File: src/rtl/vga_pkg.sv
// Shared register map, CTRL and IRQ bit positions for the VGA scan-out block.
// No logic; constants only.
// Imported by the scan counter, the register interface users and the top.
package vga_pkg;

    localparam logic [3:0] REG_HSYNC_START = 4'd0;
    localparam logic [3:0] REG_HBP_START   = 4'd1;
    localparam logic [3:0] REG_HVIS_START  = 4'd2;
    localparam logic [3:0] REG_HEND        = 4'd3;
    localparam logic [3:0] REG_VSYNC_START = 4'd4;
    localparam logic [3:0] REG_VBP_START   = 4'd5;
    localparam logic [3:0] REG_VVIS_START  = 4'd6;
    localparam logic [3:0] REG_VEND        = 4'd7;
    localparam logic [3:0] REG_CTRL        = 4'd8;
    localparam logic [3:0] REG_FB_LO       = 4'd9;
    localparam logic [3:0] REG_FB_HI       = 4'd10;
    localparam logic [3:0] REG_STRIDE      = 4'd11;
    localparam logic [3:0] REG_LINE_CMP    = 4'd12;
    localparam logic [3:0] REG_IRQ_STATUS  = 4'd13;
    localparam logic [3:0] REG_IRQ_EN      = 4'd14;

    // Registers 0..12 are shadowed (pending copy + frame-synchronous active copy).
    localparam int NUM_SHADOW = 13;

    localparam int CTRL_HPOL = 0;
    localparam int CTRL_VPOL = 1;
    localparam int CTRL_EN   = 2;
    localparam int CTRL_HDBL = 4;
    localparam int CTRL_VDBL = 5;

    localparam int IRQ_FRAME = 0;
    localparam int IRQ_LINE  = 1;

endpackage

File: src/rtl/vga_scanout_if.sv
// Register access port of the scan-out block (same clock as the pixel clock).
// Writes take effect on the next edge; read data is combinational.
// No backpressure: one access per cycle is always accepted.
interface vga_scanout_if;
    logic [3:0]  reg_addr;
    logic [15:0] reg_wdat;
    logic [1:0]  reg_sel;
    logic        reg_we;
    logic [15:0] reg_rdat;

    modport master (output reg_addr, reg_wdat, reg_sel, reg_we, input reg_rdat);
    modport slave  (input reg_addr, reg_wdat, reg_sel, reg_we, output reg_rdat);
endinterface

File: src/rtl/vga_scan_counter.sv
// Horizontal/vertical position counters with region decode and end-of-frame strobe.
// Counters registered; region flags are combinational from the current position.
// No backpressure; held at (0,0) while disabled.
module vga_scan_counter #(
    parameter int CW = 11
) (
    input  logic          i_vgaclk,
    input  logic          i_reset,
    input  logic          enable,
    input  logic [CW-1:0] hsync_start,
    input  logic [CW-1:0] hbp_start,
    input  logic [CW-1:0] hvis_start,
    input  logic [CW-1:0] hend,
    input  logic [CW-1:0] vsync_start,
    input  logic [CW-1:0] vbp_start,
    input  logic [CW-1:0] vvis_start,
    input  logic [CW-1:0] vend,
    output logic [CW-1:0] hcnt,
    output logic [CW-1:0] vcnt,
    output logic          h_sync,
    output logic          v_sync,
    output logic          v_vis,
    output logic          pix_vis,
    output logic          line_end,
    output logic          frame_end
);

    // Advance the raster position; >= keeps the counters bounded whatever the limits hold.
    always_ff @(posedge i_vgaclk) begin
        if (i_reset || !enable) begin
            hcnt <= '0;
            vcnt <= '0;
        end else if (hcnt >= hend) begin
            hcnt <= '0;
            vcnt <= (vcnt >= vend) ? '0 : vcnt + 1'b1;
        end else begin
            hcnt <= hcnt + 1'b1;
        end
    end

    assign h_sync    = (hcnt >= hsync_start) && (hcnt < hbp_start);
    assign v_sync    = (vcnt >= vsync_start) && (vcnt < vbp_start);
    assign v_vis     = (vcnt >= vvis_start);
    assign pix_vis   = (hcnt >= hvis_start) && v_vis;
    assign line_end  = (hcnt == hend);
    assign frame_end = line_end && (vcnt == vend);

endmodule

File: src/rtl/vga_scanout.sv
// VGA scan-out: shadowed config registers, framebuffer address generation, sync/RGB pins, IRQ.
// Pins lag the raster position by 2 cycles; fetch address by 1; memory read latency is 1.
// No backpressure: the framebuffer must return data every cycle.
module vga_scanout import vga_pkg::*; #(
    parameter  int CW     = 11,
    parameter  int AW     = 24,
    parameter  int R_BITS = 3,
    parameter  int G_BITS = 3,
    parameter  int B_BITS = 2,
    localparam int PW     = R_BITS + G_BITS + B_BITS
) (
    input  logic              i_vgaclk,
    input  logic              i_reset,
    vga_scanout_if.slave      regs,
    output logic [AW-1:0]     o_pixAddr,
    input  logic [PW-1:0]     i_pixData,
    output logic              o_hSync,
    output logic              o_vSync,
    output logic [R_BITS-1:0] o_red,
    output logic [G_BITS-1:0] o_green,
    output logic [B_BITS-1:0] o_blue,
    output logic              o_irq
);

    logic [15:0] pend [NUM_SHADOW];
    logic [15:0] act  [NUM_SHADOW];
    logic [1:0]  irq_status, irq_en, irq_set, irq_clr;
    logic [15:0] wmask;
    logic [31:0] fb_pend;
    logic [AW-1:0] stride_ext, line_addr, xoff;
    logic        hph, vodd, en, shadow_load, unused_act;
    logic [CW-1:0] hcnt, vcnt;
    logic        h_sync, v_sync, v_vis, pix_vis, line_end, frame_end;
    logic        s1_vis, s1_hlev, s1_vlev;

    // Implemented bits per register; everything else is stored and read as 0.
    function automatic logic [15:0] reg_mask(input int idx);
        logic [31:0] m;
        case (idx)
            int'(REG_CTRL):                    m = 32'h0000_0037;
            int'(REG_FB_HI):                   m = (32'd1 << (AW - 16)) - 32'd1;
            int'(REG_FB_LO), int'(REG_STRIDE): m = 32'h0000_FFFF;
            default:                           m = (32'd1 << CW) - 32'd1;
        endcase
        return m[15:0];
    endfunction

    assign wmask       = {{8{regs.reg_sel[1]}}, {8{regs.reg_sel[0]}}};
    assign en          = act[REG_CTRL][CTRL_EN];
    assign shadow_load = frame_end || !en;
    assign fb_pend     = {pend[REG_FB_HI], pend[REG_FB_LO]};
    assign stride_ext  = {{(AW-16){1'b0}}, act[REG_STRIDE]};

    // Pending register writes with byte enables.
    always_ff @(posedge i_vgaclk) begin
        if (i_reset) begin
            for (int i = 0; i < NUM_SHADOW; i++) pend[i] <= '0;
        end else if (regs.reg_we) begin
            for (int i = 0; i < NUM_SHADOW; i++)
                if (regs.reg_addr == i[3:0])
                    pend[i] <= ((pend[i] & ~wmask) | (regs.reg_wdat & wmask)) & reg_mask(i);
        end
    end

    // Active copy follows pending at frame start, or continuously while disabled.
    always_ff @(posedge i_vgaclk) begin
        if (i_reset) begin
            for (int i = 0; i < NUM_SHADOW; i++) act[i] <= '0;
        end else if (shadow_load) begin
            for (int i = 0; i < NUM_SHADOW; i++) act[i] <= pend[i];
        end
    end

    // Not every active bit is consumed (narrow fields); fold them so intent is explicit.
    always_comb begin
        unused_act = 1'b0;
        for (int i = 0; i < NUM_SHADOW; i++) unused_act = unused_act ^ (^act[i]);
    end

    // Combinational register readback of the pending values and live IRQ registers.
    always_comb begin
        regs.reg_rdat = '0;
        for (int i = 0; i < NUM_SHADOW; i++)
            if (regs.reg_addr == i[3:0]) regs.reg_rdat = pend[i];
        if (regs.reg_addr == REG_IRQ_STATUS) regs.reg_rdat = {14'd0, irq_status};
        if (regs.reg_addr == REG_IRQ_EN)     regs.reg_rdat = {14'd0, irq_en};
    end

    vga_scan_counter #(.CW(CW)) u_cnt (
        .i_vgaclk    (i_vgaclk),
        .i_reset     (i_reset),
        .enable      (en),
        .hsync_start (act[REG_HSYNC_START][CW-1:0]),
        .hbp_start   (act[REG_HBP_START][CW-1:0]),
        .hvis_start  (act[REG_HVIS_START][CW-1:0]),
        .hend        (act[REG_HEND][CW-1:0]),
        .vsync_start (act[REG_VSYNC_START][CW-1:0]),
        .vbp_start   (act[REG_VBP_START][CW-1:0]),
        .vvis_start  (act[REG_VVIS_START][CW-1:0]),
        .vend        (act[REG_VEND][CW-1:0]),
        .hcnt        (hcnt),
        .vcnt        (vcnt),
        .h_sync      (h_sync),
        .v_sync      (v_sync),
        .v_vis       (v_vis),
        .pix_vis     (pix_vis),
        .line_end    (line_end),
        .frame_end   (frame_end)
    );

    // Line base and in-line offset; the frame base comes from pending so it matches the new active copy.
    always_ff @(posedge i_vgaclk) begin
        if (i_reset) begin
            line_addr <= '0;
            vodd      <= 1'b0;
            xoff      <= '0;
            hph       <= 1'b0;
        end else begin
            if (shadow_load) begin
                line_addr <= fb_pend[AW-1:0];
                vodd      <= 1'b0;
            end else if (line_end && v_vis) begin
                if (!act[REG_CTRL][CTRL_VDBL] || vodd) line_addr <= line_addr + stride_ext;
                vodd <= ~vodd;
            end
            if (!en || line_end) begin
                xoff <= '0;
                hph  <= 1'b0;
            end else if (pix_vis) begin
                if (!act[REG_CTRL][CTRL_HDBL] || hph) xoff <= xoff + 1'b1;
                hph <= act[REG_CTRL][CTRL_HDBL] & ~hph;
            end
        end
    end

    // Stage 1: fetch address plus sync/blank levels that travel alongside it.
    always_ff @(posedge i_vgaclk) begin
        if (i_reset) begin
            o_pixAddr <= '0;
            s1_vis    <= 1'b0;
            s1_hlev   <= 1'b1;
            s1_vlev   <= 1'b1;
        end else begin
            if (en && pix_vis) o_pixAddr <= line_addr + xoff;
            s1_vis  <= en && pix_vis;
            s1_hlev <= ~((en && h_sync) ^ act[REG_CTRL][CTRL_HPOL]);
            s1_vlev <= ~((en && v_sync) ^ act[REG_CTRL][CTRL_VPOL]);
        end
    end

    // Stage 2: pins, with fetched colour gated by the delayed blank.
    always_ff @(posedge i_vgaclk) begin
        if (i_reset) begin
            o_hSync <= 1'b1;
            o_vSync <= 1'b1;
            o_red   <= '0;
            o_green <= '0;
            o_blue  <= '0;
        end else begin
            o_hSync <= s1_hlev;
            o_vSync <= s1_vlev;
            o_red   <= s1_vis ? i_pixData[R_BITS-1:0]               : '0;
            o_green <= s1_vis ? i_pixData[R_BITS +: G_BITS]          : '0;
            o_blue  <= s1_vis ? i_pixData[R_BITS+G_BITS +: B_BITS]   : '0;
        end
    end

    assign irq_set[IRQ_FRAME] = en && (hcnt == '0) && (vcnt == '0);
    assign irq_set[IRQ_LINE]  = en && (hcnt == '0) && (vcnt == act[REG_LINE_CMP][CW-1:0]);
    assign irq_clr = (regs.reg_we && regs.reg_addr == REG_IRQ_STATUS && regs.reg_sel[0])
                     ? regs.reg_wdat[1:0] : 2'b00;

    // IRQ status is write-1-to-clear with set taking priority; enable is a plain register.
    always_ff @(posedge i_vgaclk) begin
        if (i_reset) begin
            irq_status <= '0;
            irq_en     <= '0;
        end else begin
            irq_status <= (irq_status & ~irq_clr) | irq_set;
            if (regs.reg_we && regs.reg_addr == REG_IRQ_EN && regs.reg_sel[0])
                irq_en <= regs.reg_wdat[1:0];
        end
    end

    assign o_irq = |(irq_status & irq_en);

endmodule

File: src/flat_wrapper.sv
// flat-port wrapper written by rule: the top's interface ports become plain ports
module vga_scanout_flat import vga_pkg::*;
#(
    parameter  int CW     = 11,
    parameter  int AW     = 24,
    parameter  int R_BITS = 3,
    parameter  int G_BITS = 3,
    parameter  int B_BITS = 2,
    localparam int PW     = R_BITS + G_BITS + B_BITS
)
  (i_vgaclk, i_reset, o_pixAddr, i_pixData, o_hSync, o_vSync, o_red, o_green, o_blue, o_irq, regs_reg_addr, regs_reg_wdat, regs_reg_sel, regs_reg_we, regs_reg_rdat);
  vga_scanout_if regs_i ();
  input  logic i_vgaclk;
  input  logic i_reset;
  output logic [AW-1:0] o_pixAddr;
  input  logic [PW-1:0] i_pixData;
  output logic o_hSync;
  output logic o_vSync;
  output logic [R_BITS-1:0] o_red;
  output logic [G_BITS-1:0] o_green;
  output logic [B_BITS-1:0] o_blue;
  output logic o_irq;
  input wire logic [$bits(regs_i.reg_addr)-1:0] regs_reg_addr;
  input wire logic [$bits(regs_i.reg_wdat)-1:0] regs_reg_wdat;
  input wire logic [$bits(regs_i.reg_sel)-1:0] regs_reg_sel;
  input wire logic [$bits(regs_i.reg_we)-1:0] regs_reg_we;
  output wire logic [$bits(regs_i.reg_rdat)-1:0] regs_reg_rdat;
  assign regs_i.reg_addr = regs_reg_addr;
  assign regs_i.reg_wdat = regs_reg_wdat;
  assign regs_i.reg_sel = regs_reg_sel;
  assign regs_i.reg_we = regs_reg_we;
  assign regs_reg_rdat = regs_i.reg_rdat;
  vga_scanout #(.CW(CW), .AW(AW), .R_BITS(R_BITS), .G_BITS(G_BITS), .B_BITS(B_BITS)) u_core (.i_vgaclk(i_vgaclk), .i_reset(i_reset), .regs(regs_i), .o_pixAddr(o_pixAddr), .i_pixData(i_pixData), .o_hSync(o_hSync), .o_vSync(o_vSync), .o_red(o_red), .o_green(o_green), .o_blue(o_blue), .o_irq(o_irq));
endmodule
File: config.mk
export PLATFORM = sky130hd
export DESIGN_NAME = vga_scanout_flat
export DESIGN_NICKNAME = d
export VERILOG_FILES = /design/src/rtl/vga_pkg.sv /design/src/rtl/vga_scanout_if.sv /design/src/rtl/vga_scan_counter.sv /design/src/rtl/vga_scanout.sv /design/src/flat_wrapper.sv
export SDC_FILE = /design/constraint.sdc
export NUM_CORES = 1
export LEC_CHECK = 0
export BUFFER_PORTS_ARGS = -buffer_cell sky130_fd_sc_hd__buf_4
export CORE_ASPECT_RATIO = 1.1
export CORE_MARGIN = 5
export CORE_UTILIZATION = 63
export DETAILED_ROUTE_END_ITERATION = 8
export GPL_TIMING_DRIVEN = 0
export PLACE_DENSITY = 0.81
export SLEW_MARGIN = 20
export SYNTH_ARGS = -nofsm -noshare
export SYNTH_HDL_FRONTEND = slang
export SYNTH_SLANG_ARGS = --single-unit
File: constraint.sdc
create_clock -name i_vgaclk -period 5.6 [get_ports i_vgaclk]
set_input_delay 0.56 -clock i_vgaclk [delete_from_list [all_inputs] [get_ports i_vgaclk]]
set_output_delay 0.56 -clock i_vgaclk [all_outputs]
set_load 0.05 [all_outputs]
==> summary.md <==
| Metric | Value |
|---|---|
| Status | `finished, final reports clean` |
| Non-Filler Instances | `about 2700` |
| Crit path arrival time | `between 3000 and 4000 ps` |
| Worst-Skew Late Latency | `560 ps` |
| Post-CTS Resized | `0` |
| Final hold viol count | `0` |
| Ports | `84` |
| # hold bufs at CTS | `0` |
| YS warnings | `0` |
| Area share of the largest cell type after synthesis | `38.3%` |
| Total Die Area | `about 0.037 mm^2` |
| Peak supply drop | `approximately 0.00032 V` |
| WL met1 | `roughly 26000 um` |
| Initial core utilization | `between 60% and 70%` |
| TritonCTS sink count | `between 300 and 400` |
| Post-Syn Nets | `2241` |
| Max layer used | `met5` |
| Post-route ant nets | `0` |
| FFs w/ async S/R, synth | `0%` |
| First-pass GRT wire length | `~95000 um` |
| Worst Setup End Kind | `primary output` |
| DRC | `0` |
| Cell variety after synth | `73` |
| Grt ovf | `0` |
| Total Routing Usage GR | `roughly a third` |
| Net count, final | `2364` |
| Setup WS pre-CTS | `~1600 ps` |
| Count leader, synth | `edfxtp_1` |
| Vias | `16800` |
| Initial antenna violation count | `5` |
| Cell area after layout | `between 0.02 and 0.025 mm^2` |
| Share of cells above drive strength 1 | `8.03%` |
| Min-delay worst type | `input pin to flip-flop` |
| Largest net degree at the start of global routing | `55` |
| Leakage Power | `0.00917 uW` |
| RSZ-0062 raised after global routing | `no` |
| Met3 wire length | `slightly above 8000 um` |
| Final Critical Period | `4120 ps` |
| Slew @ Worst Pin | `1060 ps` |
| CTS buffer count | `40` |
| Crit path max fanout | `10` |
| Mapped Area | `approximately 0.021 mm^2` |
| Iter 0 DRT Violations | `roughly 2000` |
| Synth top cells by count | `264 x edfxtp_1, 235 x a21oi_1, 168 x nand2b_1` |
| Placed Cells | `2583` |
| Total Wirelength | `around 64000 um` |
| Setup-failing EPs final | `0` |
| Post-CTS setup buffer count | `0` |
| Root cell of the clock tree | `clkbuf_16` |
| TritonCTS clock tree | `built` |
| Filler cells | `2371` |
| Post-Syn Instances | `just over 2000` |
| CP Class | `input pin to primary output` |
| Clock buffer depth | `3` |
| Max Clk Rate | `243 MHz` |
| Vias in the first global route | `about 16000` |
| DR WL met2 | `~27000 um` |
| PwrDens | `299 mW/mm^2` |
| H-tree depth | `2` |
| Ys flop type | `edfxtp_1` |
| Startpoint Class | `input pin` |
| Port bufs | `79` |
| Avg Inst Size Synth | `9.97 um^2` |
| Yosys top cell by area | `edfxtp_1` |
| Critical path data required time | `roughly 5000 ps` |
| Hpwl dp | `~48000 um` |
| Routed len/inst | `~24 um` |
| Rows | `69` |
| Placement Cell Area | `about 0.022 mm^2` |
| Core box area | `~0.032 mm^2` |
| Fin crit share | `roughly three quarters` |
| Setup Skew | `between 20 and 25 ps` |
| Number of synthesized register bits | `about 380` |
| Largest cells by area after synthesis | `edfxtp_1 38%, dfxtp_1 11%, ha_1 7.9%, a21oi_1 5.7%, nand2b_1 5.1%` |
| Die X | `roughly 180 um` |
| Final Max Tran Viols | `0` |
| Layout area overhead | `12.6%` |
| MaxCap Viol Count | `0` |
| Die height | `200 um` |
| Sequential element share of the synthesized area | `a little under 50%` |
| EDFF count, synth | `between 200 and 300` |
| Rel. slew slack | `between 20% and 30%` |
| CTS clk-pin slew, worst paths | `~60 ps` |
| Gp weighted congestion | `1.03` |
| Setup ws final | `1480 ps` |
| Iteration count of the initial detailed-routing pass | `5` |
| Via density | `6.33` |
==> layout by cell type (no fill, tap or decap), types with 43 or more instances in the layout <==
cell type	netlist	final
edfxtp_1	264	264
a21oi_1	235	235
nand2b_1	168	168
nand2_1	146	145
nor2_1	131	131
ha_1	130	130
dfxtp_1	113	113
inv_1	108	108
and2_1	105	105
clkbuf_1	96	102
buf_4	0	79
o21ai_0	56	56
nor2b_1	48	48
nand3_1	46	46
xor2_1	44	44
xnor2_1	43	43
==> layout make-up <==
| cell class | count | area [um^2] | share of cell area (%) |
|---|---|---|---|
| flip-flops and latches | 377 | 10200 | 43.7 |
| multi-input cells | 1484 | 9710 | 41.7 |
| clock buffers | 52 | 1120 | 4.81 |
| repair buffers | 81 | 641 | 2.75 |
| well taps | 426 | 533 | 2.29 |
| plain buffers | 107 | 410 | 1.76 |
| inverters | 108 | 405 | 1.74 |
| clock inverters | 21 | 294 | 1.26 |
| diodes | 3 | 7.51 | 0.0322 |
==> worst paths after layout <==
check | from | endpoint | slack (ps) | depth (start not counted)
min | i_pixData[4] | u_core.o_green[1] | 220 | 2
max | regs_reg_addr[1] | regs_reg_rdat[4] | 1480 | 9
max reg2reg | u_core.u_cnt.hcnt[2] | u_core.line_addr[1] | 2130 | 9
min reg2reg | u_core.s1_hlev | u_core.o_hSync | 410 | 1
==> flip-flops by register name, indices dropped and copies added, names as in the netlist, 11 cells and up <==
register,flops
u_core.o_pixAddr,24
u_core.u_cnt.hcnt,11
u_core.u_cnt.vcnt,11
u_core.act,120
u_core.pend,144
u_core.line_addr,24
u_core.xoff,24
==> critical path, cell delays in order <==
cell	delay, ps
clkbuf_1	350
nand2_1	290
nor3_1	580
clkbuf_1	460
a22oi_1	200
a41oi_1	420
a221oi_1	140
o21ai_0	290
buf_4	260
==> where the power goes <==
group	total, uW	internal (uW)	switching, uW
Clock	2880	1740	1140
Combinational	807	287	520
Sequential	3270	3140	131
==> per-stage QoR <==
stage	util (%)	TNS [ps]	hold slack, ps	total power (uW)
after detailed placement	67.6	0	396	4100
final	72.0	0	216	6960
after CTS	72.0	0	202	6940
after global routing	72.0	0	206	7160
after global placement	67.4	-9150	397	4080
after floorplan	-	0	389	3800
==> metal layers <==
layer | up-vias | track usage, %
met3 | 148 | 8.49
met1 | 7952 | 49.1
li1 | 7666 | -
met2 | 1057 | 50.2
met4 | 4 | 11.8
met5 | - | 0
==> cell families after synthesis <==
group                    Yosys count  synth area share [%]
AO/OA/AOI/OAI                    500                  15.1
XOR/XNOR                          87                  3.68
adder cells (fa/ha/maj)          132                  8.05
buffers and inverters            215                  3.94
flip-flops                       377                  49.2
multiplexers                      16                 0.804
AND/OR/NAND/NOR                  749                  19.2
Power figures use the tool's default switching activity.
